`config.mk`:
```
export PLATFORM = sky130hd
export DESIGN_NAME = reg_fetch
export DESIGN_NICKNAME = d
export VERILOG_FILES = /design/src/rtl/reg_fetch_pkg.sv /design/src/rtl/reg_fetch_fwd_mux.sv /design/src/rtl/reg_fetch.sv
export SDC_FILE = /design/constraint.sdc
export NUM_CORES = 1
export LEC_CHECK = 0
export ABC_AREA = 1
export ABC_CLOCK_PERIOD_IN_PS = 5590
export CORE_UTILIZATION = 25
export CTS_CLUSTER_DIAMETER = 150
export DETAILED_ROUTE_END_ITERATION = 10
export GPL_ROUTABILITY_DRIVEN = 0
export PLACE_DENSITY_LB_ADDON = 0.2
export RECOVER_POWER = 25
export SYNTH_ARGS = -nofsm -noshare
export SYNTH_HDL_FRONTEND = slang
export SYNTH_HIERARCHICAL = 1
export SYNTH_SLANG_ARGS = --single-unit
```
`constraint.sdc`:
```
create_clock -name clk -period 5.59 [get_ports clk]
set_input_delay 0.8385 -clock clk [delete_from_list [all_inputs] [get_ports clk]]
set_output_delay 0.8385 -clock clk [all_outputs]
set_load 0.005 [all_outputs]
```
`src/rtl/reg_fetch_pkg.sv`:
```
// -----------------------------------------------------------------------------
// reg_fetch_pkg
// Shared parameters for the operand-fetch stage and the register stack:
//   NIB_SIZE       register-number width
//   WORD_SIZE      data word width
//   OP_SIZE        opcode width (passed through untouched)
//   REG_STACK_SIZE number of registers in the register stack
// Also holds the fetch-stage state encoding and a writeback-match helper.
// -----------------------------------------------------------------------------
package reg_fetch_pkg;

   localparam int NIB_SIZE       = 4;
   localparam int WORD_SIZE      = 16;
   localparam int OP_SIZE        = 4;
   localparam int REG_STACK_SIZE = 16;

   typedef enum logic [1:0] {
      FETCH_EMPTY = 2'd0,
      FETCH_READ  = 2'd1,
      FETCH_VALID = 2'd2
   } fetch_state_e;

   // True when the writeback in flight this cycle targets register num.
   function automatic logic wb_hit(input logic                en,
                                   input logic [NIB_SIZE-1:0] wb_num,
                                   input logic [NIB_SIZE-1:0] num);
      return en && (wb_num == num);
   endfunction

endpackage

```
`src/rtl/reg_fetch_fwd_mux.sv`:
```
// -----------------------------------------------------------------------------
// reg_fetch_fwd_mux
// Operand forwarding mux. Selects, in priority order:
//   1. the writeback value when this cycle's writeback targets reg_num
//   2. held_val when held_hit is set (earlier captured bypass or held operand)
//   3. stack_val (register stack read data)
// Ports:
//   reg_num                    source register of this operand
//   wb_enable, wb_num, wb_val  snooped writeback triple
//   held_val, held_hit         previously captured value and its valid flag
//   stack_val                  register stack read data
//   fwd_val                    forwarded operand word
// -----------------------------------------------------------------------------
module reg_fetch_fwd_mux
   import reg_fetch_pkg::*;
(
   input  logic [NIB_SIZE-1:0]  reg_num,
   input  logic                 wb_enable,
   input  logic [NIB_SIZE-1:0]  wb_num,
   input  logic [WORD_SIZE-1:0] wb_val,
   input  logic [WORD_SIZE-1:0] held_val,
   input  logic                 held_hit,
   input  logic [WORD_SIZE-1:0] stack_val,
   output logic [WORD_SIZE-1:0] fwd_val
);

   always_comb begin
      fwd_val = stack_val;
      if (wb_hit(wb_enable, wb_num, reg_num)) begin
         fwd_val = wb_val;
      end else if (held_hit) begin
         fwd_val = held_val;
      end
   end

endmodule

```
`src/rtl/reg_fetch.sv`:
```
// -----------------------------------------------------------------------------
// reg_fetch
// Operand-fetch stage in front of the register stack. Accepts decoded
// instructions (valid/ready), strobes a read of both sources into the
// register stack, captures the registered read data one cycle later and
// presents operands to execute (valid/ready). Accept at edge N gives
// out_valid from edge N+2.
//
// Ports:
//   clk, rst_n                 clock, asynchronous active-low reset
//   flush                      synchronous discard of held/in-flight work
//   in_valid/in_ready          decode-side handshake
//   in_src1/in_src2/in_dest/in_op  decoded instruction fields
//   rs_num1/rs_num2/rs_get_enable  register stack read request
//   rs_out1/rs_out2            register stack data (cycle after strobe)
//   wb_enable/wb_num/wb_val    snooped writeback (never driven from here)
//   out_valid/out_ready        execute-side handshake
//   out_a/out_b/out_dest/out_op    operands and pass-through fields
//
// Configuration macro: REG_FETCH_BYPASS_EN
//   defined   - writeback forwarding at accept, in READ and while stalled
//   undefined - no forwarding; operands are the register stack values read
//               at the accept edge (hazards must be avoided by scheduling)
// -----------------------------------------------------------------------------
module reg_fetch
   import reg_fetch_pkg::*;
(
   input  logic                 clk,
   input  logic                 rst_n,
   input  logic                 flush,
   input  logic                 in_valid,
   output logic                 in_ready,
   input  logic [NIB_SIZE-1:0]  in_src1,
   input  logic [NIB_SIZE-1:0]  in_src2,
   input  logic [NIB_SIZE-1:0]  in_dest,
   input  logic [OP_SIZE-1:0]   in_op,
   output logic [NIB_SIZE-1:0]  rs_num1,
   output logic [NIB_SIZE-1:0]  rs_num2,
   output logic                 rs_get_enable,
   input  logic [WORD_SIZE-1:0] rs_out1,
   input  logic [WORD_SIZE-1:0] rs_out2,
   input  logic                 wb_enable,
   input  logic [NIB_SIZE-1:0]  wb_num,
   input  logic [WORD_SIZE-1:0] wb_val,
   output logic                 out_valid,
   input  logic                 out_ready,
   output logic [WORD_SIZE-1:0] out_a,
   output logic [WORD_SIZE-1:0] out_b,
   output logic [NIB_SIZE-1:0]  out_dest,
   output logic [OP_SIZE-1:0]   out_op
);

   fetch_state_e         state_q, state_d;
   logic                 accept;
   logic [NIB_SIZE-1:0]  rs_num1_q, rs_num1_d, rs_num2_q, rs_num2_d;
   logic [NIB_SIZE-1:0]  dest_q, dest_d;
   logic [OP_SIZE-1:0]   op_q, op_d;
   logic [WORD_SIZE-1:0] a_q, a_d, b_q, b_d;
   logic [WORD_SIZE-1:0] fwd_a, fwd_b;

   // in_ready is gated by rst_n so it reads 0 for the whole reset window.
   always_comb begin
      in_ready = 1'b0;
      case (state_q)
         FETCH_EMPTY: in_ready = 1'b1;
         FETCH_VALID: in_ready = out_ready;
         default:     in_ready = 1'b0;
      endcase
      if (flush || !rst_n) begin
         in_ready = 1'b0;
      end
      accept        = in_valid && in_ready;
      rs_get_enable = accept;
   end

   always_comb begin
      state_d   = state_q;
      rs_num1_d = rs_num1_q;
      rs_num2_d = rs_num2_q;
      dest_d    = dest_q;
      op_d      = op_q;
      a_d       = a_q;
      b_d       = b_q;

      if (accept) begin
         rs_num1_d = in_src1;
         rs_num2_d = in_src2;
         dest_d    = in_dest;
         op_d      = in_op;
      end

      case (state_q)
         FETCH_EMPTY: begin
            if (accept) state_d = FETCH_READ;
         end
         FETCH_READ: begin
            a_d     = fwd_a;
            b_d     = fwd_b;
            state_d = FETCH_VALID;
         end
         FETCH_VALID: begin
            // Refresh the held operands so stalled writebacks stick.
            a_d = fwd_a;
            b_d = fwd_b;
            if (out_ready) state_d = accept ? FETCH_READ : FETCH_EMPTY;
         end
         default: state_d = FETCH_EMPTY;
      endcase

      if (flush) begin
         state_d = FETCH_EMPTY;
      end
   end

   always_ff @(posedge clk or negedge rst_n) begin
      if (!rst_n) begin
         state_q   <= FETCH_EMPTY;
         rs_num1_q <= '0;
         rs_num2_q <= '0;
         dest_q    <= '0;
         op_q      <= '0;
         a_q       <= '0;
         b_q       <= '0;
      end else begin
         state_q   <= state_d;
         rs_num1_q <= rs_num1_d;
         rs_num2_q <= rs_num2_d;
         dest_q    <= dest_d;
         op_q      <= op_d;
         a_q       <= a_d;
         b_q       <= b_d;
      end
   end

   assign rs_num1   = rs_num1_d;
   assign rs_num2   = rs_num2_d;
   assign out_valid = (state_q == FETCH_VALID);
   assign out_a     = out_valid ? fwd_a : a_q;
   assign out_b     = out_valid ? fwd_b : b_q;
   assign out_dest  = dest_q;
   assign out_op    = op_q;

`ifdef REG_FETCH_BYPASS_EN
   logic [NIB_SIZE-1:0]  src1_q, src1_d, src2_q, src2_d;
   logic [WORD_SIZE-1:0] byp1_q, byp1_d, byp2_q, byp2_d;
   logic                 hit1_q, hit1_d, hit2_q, hit2_d;

   // The stack returns the pre-write value when a write lands on the accept
   // edge, so that write is captured here and replayed during READ.
   always_comb begin
      src1_d = src1_q;
      src2_d = src2_q;
      byp1_d = byp1_q;
      byp2_d = byp2_q;
      hit1_d = hit1_q;
      hit2_d = hit2_q;
      if (accept) begin
         src1_d = in_src1;
         src2_d = in_src2;
         byp1_d = wb_val;
         byp2_d = wb_val;
         hit1_d = wb_hit(wb_enable, wb_num, in_src1);
         hit2_d = wb_hit(wb_enable, wb_num, in_src2);
      end
   end

   always_ff @(posedge clk or negedge rst_n) begin
      if (!rst_n) begin
         src1_q <= '0;
         src2_q <= '0;
         byp1_q <= '0;
         byp2_q <= '0;
         hit1_q <= 1'b0;
         hit2_q <= 1'b0;
      end else begin
         src1_q <= src1_d;
         src2_q <= src2_d;
         byp1_q <= byp1_d;
         byp2_q <= byp2_d;
         hit1_q <= hit1_d;
         hit2_q <= hit2_d;
      end
   end

   // In READ the held value is the accept-edge bypass; in VALID it is the
   // latched operand, which always takes priority over the stack data.
   reg_fetch_fwd_mux u_fwd_a (
      .reg_num   (src1_q),
      .wb_enable (wb_enable),
      .wb_num    (wb_num),
      .wb_val    (wb_val),
      .held_val  (out_valid ? a_q : byp1_q),
      .held_hit  (out_valid | hit1_q),
      .stack_val (rs_out1),
      .fwd_val   (fwd_a)
   );

   reg_fetch_fwd_mux u_fwd_b (
      .reg_num   (src2_q),
      .wb_enable (wb_enable),
      .wb_num    (wb_num),
      .wb_val    (wb_val),
      .held_val  (out_valid ? b_q : byp2_q),
      .held_hit  (out_valid | hit2_q),
      .stack_val (rs_out2),
      .fwd_val   (fwd_b)
   );
`else
   logic unused_wb;
   assign unused_wb = ^{wb_enable, wb_num, wb_val};

   // Writeback enable tied low: the comparator folds away and the mux only
   // chooses between the stack data (READ) and the held operand (VALID).
   reg_fetch_fwd_mux u_fwd_a (
      .reg_num   ({NIB_SIZE{1'b0}}),
      .wb_enable (1'b0),
      .wb_num    ({NIB_SIZE{1'b0}}),
      .wb_val    ({WORD_SIZE{1'b0}}),
      .held_val  (a_q),
      .held_hit  (out_valid),
      .stack_val (rs_out1),
      .fwd_val   (fwd_a)
   );

   reg_fetch_fwd_mux u_fwd_b (
      .reg_num   ({NIB_SIZE{1'b0}}),
      .wb_enable (1'b0),
      .wb_num    ({NIB_SIZE{1'b0}}),
      .wb_val    ({WORD_SIZE{1'b0}}),
      .held_val  (b_q),
      .held_hit  (out_valid),
      .stack_val (rs_out2),
      .fwd_val   (fwd_b)
   );
`endif

endmodule
```
# --- Word level (Yosys, flattened, before mapping) ---
# Cells that the tools add are included.
word_totals:
  reg_bits: 50
  latchBits: 0
  ram_bits: 0
  romBits: 0
  inputBits: 74
  out_inout_bits: 51
  word_cells: 30
  mem_count: 0
op_classes:
  add_sub_neg: 0
  n_mul: 0
  div: 0
  order_cmp: 0
  eq_ne: 4
  shift: 0
  mux: 13
  bitwise_logic: 0
  reduce_logical: 6
op_table:
  columns: ["operator", "count"]
  rows:
  - ["two-way mux 16 bit", 4]
  - ["two-way mux 4 bit", 2]
  - ["two-way mux 2 bit", 3]
  - ["one-hot mux 2 bit (3 select lines)", 1]
  - ["!= test 3 x 2 -> 1 bit, second input constant", 1]
  - ["!= test 3 bit, second input constant", 1]
  - ["equality test 2 x 1 -> 1 bit, second input constant", 1]
  - ["equality test 2 bit, second input constant", 1]
  - ["logical NOT 2 bit", 1]
  - ["two-way mux 1 bit", 2]
  - ["one-hot mux 1 bit (2 select lines)", 1]
  - ["AND reduction 2 bit", 1]
  - ["OR reduction 2 bit", 1]
  - ["logical AND 1 bit", 1]
  - ["logical NOT 1 bit", 1]
  - ["logical OR 1 bit", 1]

# --- Logic depth before layout (Yosys ltp) ---
depth:
  depth_word: 8
  mapped_depth: 11
  ltp_nobuf: 10

# --- Cells and area by module ---
# The synthesis kept the hierarchy.
modules_own_cells:
  columns: ["mod", "instances", "cells_per_inst", "area_per_inst_um2", "seq_area_each_um2"]
  rows:
  - ["reg_fetch", 1, 308, 2373.5, 1251.2]
  - ["reg_fetch_fwd_mux", 2, 92, 625.6, 0.0]

# --- Worst setup path after synthesis ---
# OpenSTA, ideal clock, no wires.
synth_path:
  path_kind: "reg2out"
  from: "register state_q[0]"
  to: "output port out_a[10]"
  arrival_time_ns: 1.639
  required_time_ns: 4.752
  path_slack_ns: 3.112
  stages_incl_launch_ff: 10
  path_buffers: 2
  cell_sequence: "dfrtp_1 -> inv_1 -> ha_1 -> buf_6 -> buf_6 -> mux2_2 -> nand2_2 -> nand2_1 -> nand2_1 -> o21ai_0"
synth_between:
  elab_chain_cells: 3
synth_lines:
  columns: ["element", "line_no", "rtl"]
  rows:
  - ["start: declaration", "reg_fetch.sv:53", "fetch_state_e state_q, state_d;"]
  - ["start signal: assignment", "reg_fetch.sv:125", "state_q <= state_d;"]
  - ["equality test 2 bit", "reg_fetch.sv:137", "assign out_valid = (state_q == FETCH_VALID);"]
  - ["net out_valid", "reg_fetch.sv:45", "output logic out_valid,"]
  - ["two-way mux 16 bit", "reg_fetch_fwd_mux.sv:31", "end else if (held_hit) begin"]
  - ["net fwd_a[10]", "reg_fetch.sv:59", "logic [WORD_SIZE-1:0] fwd_a, fwd_b;"]
  - ["two-way mux 16 bit", "reg_fetch.sv:138", "assign out_a = out_valid ? fwd_a : a_q;"]
  - ["end: declaration", "reg_fetch.sv:47", "output logic [WORD_SIZE-1:0] out_a,"]
# The timed path passes the listed nets, and every way through them passes these cells.

# --- Worst setup path after layout ---
layout_path:
  from: "register state_q[0]"
  to: "output port rs_num2[3]"
layout_between:
  elab_chain_cells: 5
  elab_cells_between_ends: 6
layout_lines:
  columns: ["element", "line_no", "rtl"]
  rows:
  - ["equality test 2 bit / logical NOT 2 bit (equally long branches)", "reg_fetch.sv:64", "case (state_q)"]
  - ["one-hot mux 1 bit (2 select lines) (*)", "reg_fetch.sv:64", null]
  - ["two-way mux 1 bit (*)", "reg_fetch.sv:69", "if (flush || !rst_n) begin"]
  - ["logical AND 1 bit (*)", "reg_fetch.sv:72", "accept = in_valid && in_ready;"]
  - ["two-way mux 4 bit (*)", "reg_fetch.sv:85", "if (accept) begin"]
  - ["end: declaration", "reg_fetch.sv:38", "output logic [NIB_SIZE-1:0] rs_num2,"]
# Mark *: on every way between the ends. The rest lies on a longest branch, timed or not.

==> results.py <==
metrics = {
    "run_status": {
        "status": "complete, but fails checks",
        "violations": "capacitance limit, slew limit",
    },
    "detailed_routing": {
        "post-route-drc-count": 0,
        "vias": 3430,
        "vias_per_cell": 4.188,
        "routed_wirelength_um": 8988,
        "wl_per_cell_um": 10.97,
        "dr.pass1.iters": 6,
        "antenna_left": 0,
        "initialDrtViolationCount": 141,
    },
    "die": {
        "core_area_um2": 13990,
        "core.rowCount": 43,
        "die_area_um2": 14980,
        "die_x_um": 122.4,
        "fp.dieH_um": 122.4,
        "io-pin-count": 125,
        "initial_core_util_pct": 25.91,
    },
    "finish": {
        "fin_util_pct": 36.45,
        "syn2layout_area_growth_pct": 40.66,
        "diodes": 0,
        "multi_input_area_um2": 2235,
        "final_cell_mix": "nand2_1 (177), clkdlybuf4s50_1 (102), o21ai_0 (64), conb_1 (64), dfrtp_1 (50)",
        "final_common_cell": "nand2_1",
        "final_nets": 716,
        "n_fill_cell": 1496,
        "final-seq-area_um2": 1251,
        "drive_above_1_share_pct": 13.30,
    },
    "global_routing": {
        "grt_max_degree": 102,
        "grt_pass1_wl_um": 14860,
        "antenna_found_initial": 0,
        "grt_pass1_vias": 3158,
        "grt_usage_pct": 12.58,
        "gr-total-overflow": 0,
    },
    "clock_network": {
        "clkLatencyLatePin_ns": 0.30,
        "cts_tree": "done",
        "h-tree-depth": 2,
        "cts_sinks": 50,
        "path_clk_slew_ns": 0.08,
        "postCtsSetupBuffers": 0,
        "numCtsBuffers": 5,
        "cts_buffer_depth": 2,
        "cts_hold_buf": 0,
        "root_buffer": "clkbuf_16",
        "ctsResizeCount": 0,
    },
    "sta": {
        "setup_violations": 0,
        "hold_viol_final": 0,
        "slew_violations": 52,
        "max_freq_mhz": 254.0,
        "tightest_slew_ns": 3.058,
        "rsz0062_at_grt": "no",
        "tns_ns": 0,
        "slew_headroom_pct": -103.8,
        "period_needed_ns": 3.936,
        "finalCritPeriodShare_pct": 70.42,
        "clock_skew_ns": 0.005080,
    },
    "worst_setup_path": {
        "worstPathArrival_ns": 3.10,
        "crit_path_end_kind": "output pin",
        "crit_path_max_fanout": 101,
        "cp.required_ns": 4.75,
        "r2r_slack_ns": 3.23,
        "critPathLaunchType": "flop",
        "crit_type": "reg2out",
    },
    "synthesis": {
        "syn_area_um2": 3625,
        "syn_inst": 492,
        "ys_seq_area_share_pct": 34.52,
        "yosysWarnings": 6,
        "ys_seq_elements": 50,
        "syn_area_per_cell_um2": 7.367,
        "ys_types": 24,
    },
    "worst_hold_path": {
        "hold_path_class": "reg2reg",
    },
    "job": {
        "cap_violations": 1,
    },
    "placed_design": {
        "hpwl_um": 6013,
        "numPortBuffers": 103,
    },
    "power": {
        "peakVddDrop_uv": 126.7,
        "powerDensity_nw_per_um2": 371.5,
        "p_leak_uw": 0.002293,
    },
}
[cell families (layout without fill, tap and decap cells)]
family / count (synthesis) / in the layout / share of synthesized area [%]
fa+ha+maj: 4 / 4 / 1.381
flops: 50 / 50 / 34.52
simple gates: 256 / 256 / 34.07
buf+inv: 83 / 167 / 10.77
other cells: 1 / 64 / 0.1035
compound gates: 66 / 66 / 9.217
mux: 32 / 32 / 9.941
[state kept, by name, summed over array words and instances (netlist names)]
register / cells
out_dest: 4
out_op: 4
b_q: 16
a_q: 16
rs_num1_q: 4
state_q: 2
rs_num2_q: 4
[worst max-delay path, stage by stage, from the launching register on]
cell and delay [ns]:
dfrtp_1 0.42, inv_1 0.14, ha_4 0.85, nand2_1 0.10, nand2_1 0.12, nand2_1 0.06, inv_2 0.08, nand2_4 0.13
clkinv_2 0.22, nand2_1 0.07, nand2_1 0.10, clkdlybuf4s50_1 0.50
[final cells by class]
| type | instances | area share (%) |
|---|---|---|
| clock inverters | 3 | 0.5153 |
| inverters | 55 | 4.074 |
| clock buffers | 5 | 2.454 |
| repair buffers | 104 | 20.17 |
| multi-input cells | 422 | 43.83 |
| well taps | 180 | 4.417 |
| flip-flops and latches | 50 | 24.54 |
[through the flow]
stage               total power [uW]  hold slack, ns  instances  setup WS (ns)  instance area, um^2
finish                          1894          0.4804        819          1.654                 5099
global route                    2081          0.5015        819          1.301                 5099
CTS                             1930          0.4845        819          1.544                 5104
detailed placement              1583          0.4618        811          1.890                 4952
global placement                1555          0.4604        811          1.978                 4952
floorplan                       1089          0.4656        555          3.112                 3861
[synth_stat cells, drive strengths merged]
cell    number  area (um^2)
nand2      204        848.3
o211ai       1        7.510
nand3b       1        7.510
a31oi        1        6.260
nand3        4        45.04
nor2        14        127.6
mux2        32        360.4
clkbuf       9        33.78
ha           4        50.05
dfrtp       50         1251
buf         19        148.9
clkinv       1        5.000
nand4       33        206.5
conb         1        3.750
inv         54        202.7
o21ai       64        320.3
[per-layer routing]
layer  vias to the layer above  GRT usage [%]  routed length (um)
met5                         -              0                   0
met3                         6          3.439                 477
met1                      1548          15.80                4138
li1                       1812              -                   -
met4                         0          3.201                  95
met2                        64          21.14                4277
[where the power goes]
part	switching (uW)	internal, uW	leakage [uW]
registers	74.2	531	0.000621
logic	448	511	0.00160
clock network	158	171	0.0000748
[worst paths after layout]
path                                   startpoint                endpoint  depth (start not counted)
max reg2reg                state_q[0]$_DFFE_PN0P_  rs_num2_q[3]$_DFF_PN0_                         10
min reg2reg                rs_num2_q[1]$_DFF_PN0_  rs_num2_q[1]$_DFF_PN0_                          2
min                        rs_num2_q[1]$_DFF_PN0_  rs_num2_q[1]$_DFF_PN0_                          2
min in group asynchronous                   rst_n  rs_num2_q[2]$_DFF_PN0_                          2
max                        state_q[0]$_DFFE_PN0P_              rs_num2[3]                         11
max in group asynchronous                   rst_n     b_q[13]$_DFFE_PN0P_                          2
Note: power is estimated with default switching activity, not from simulation.
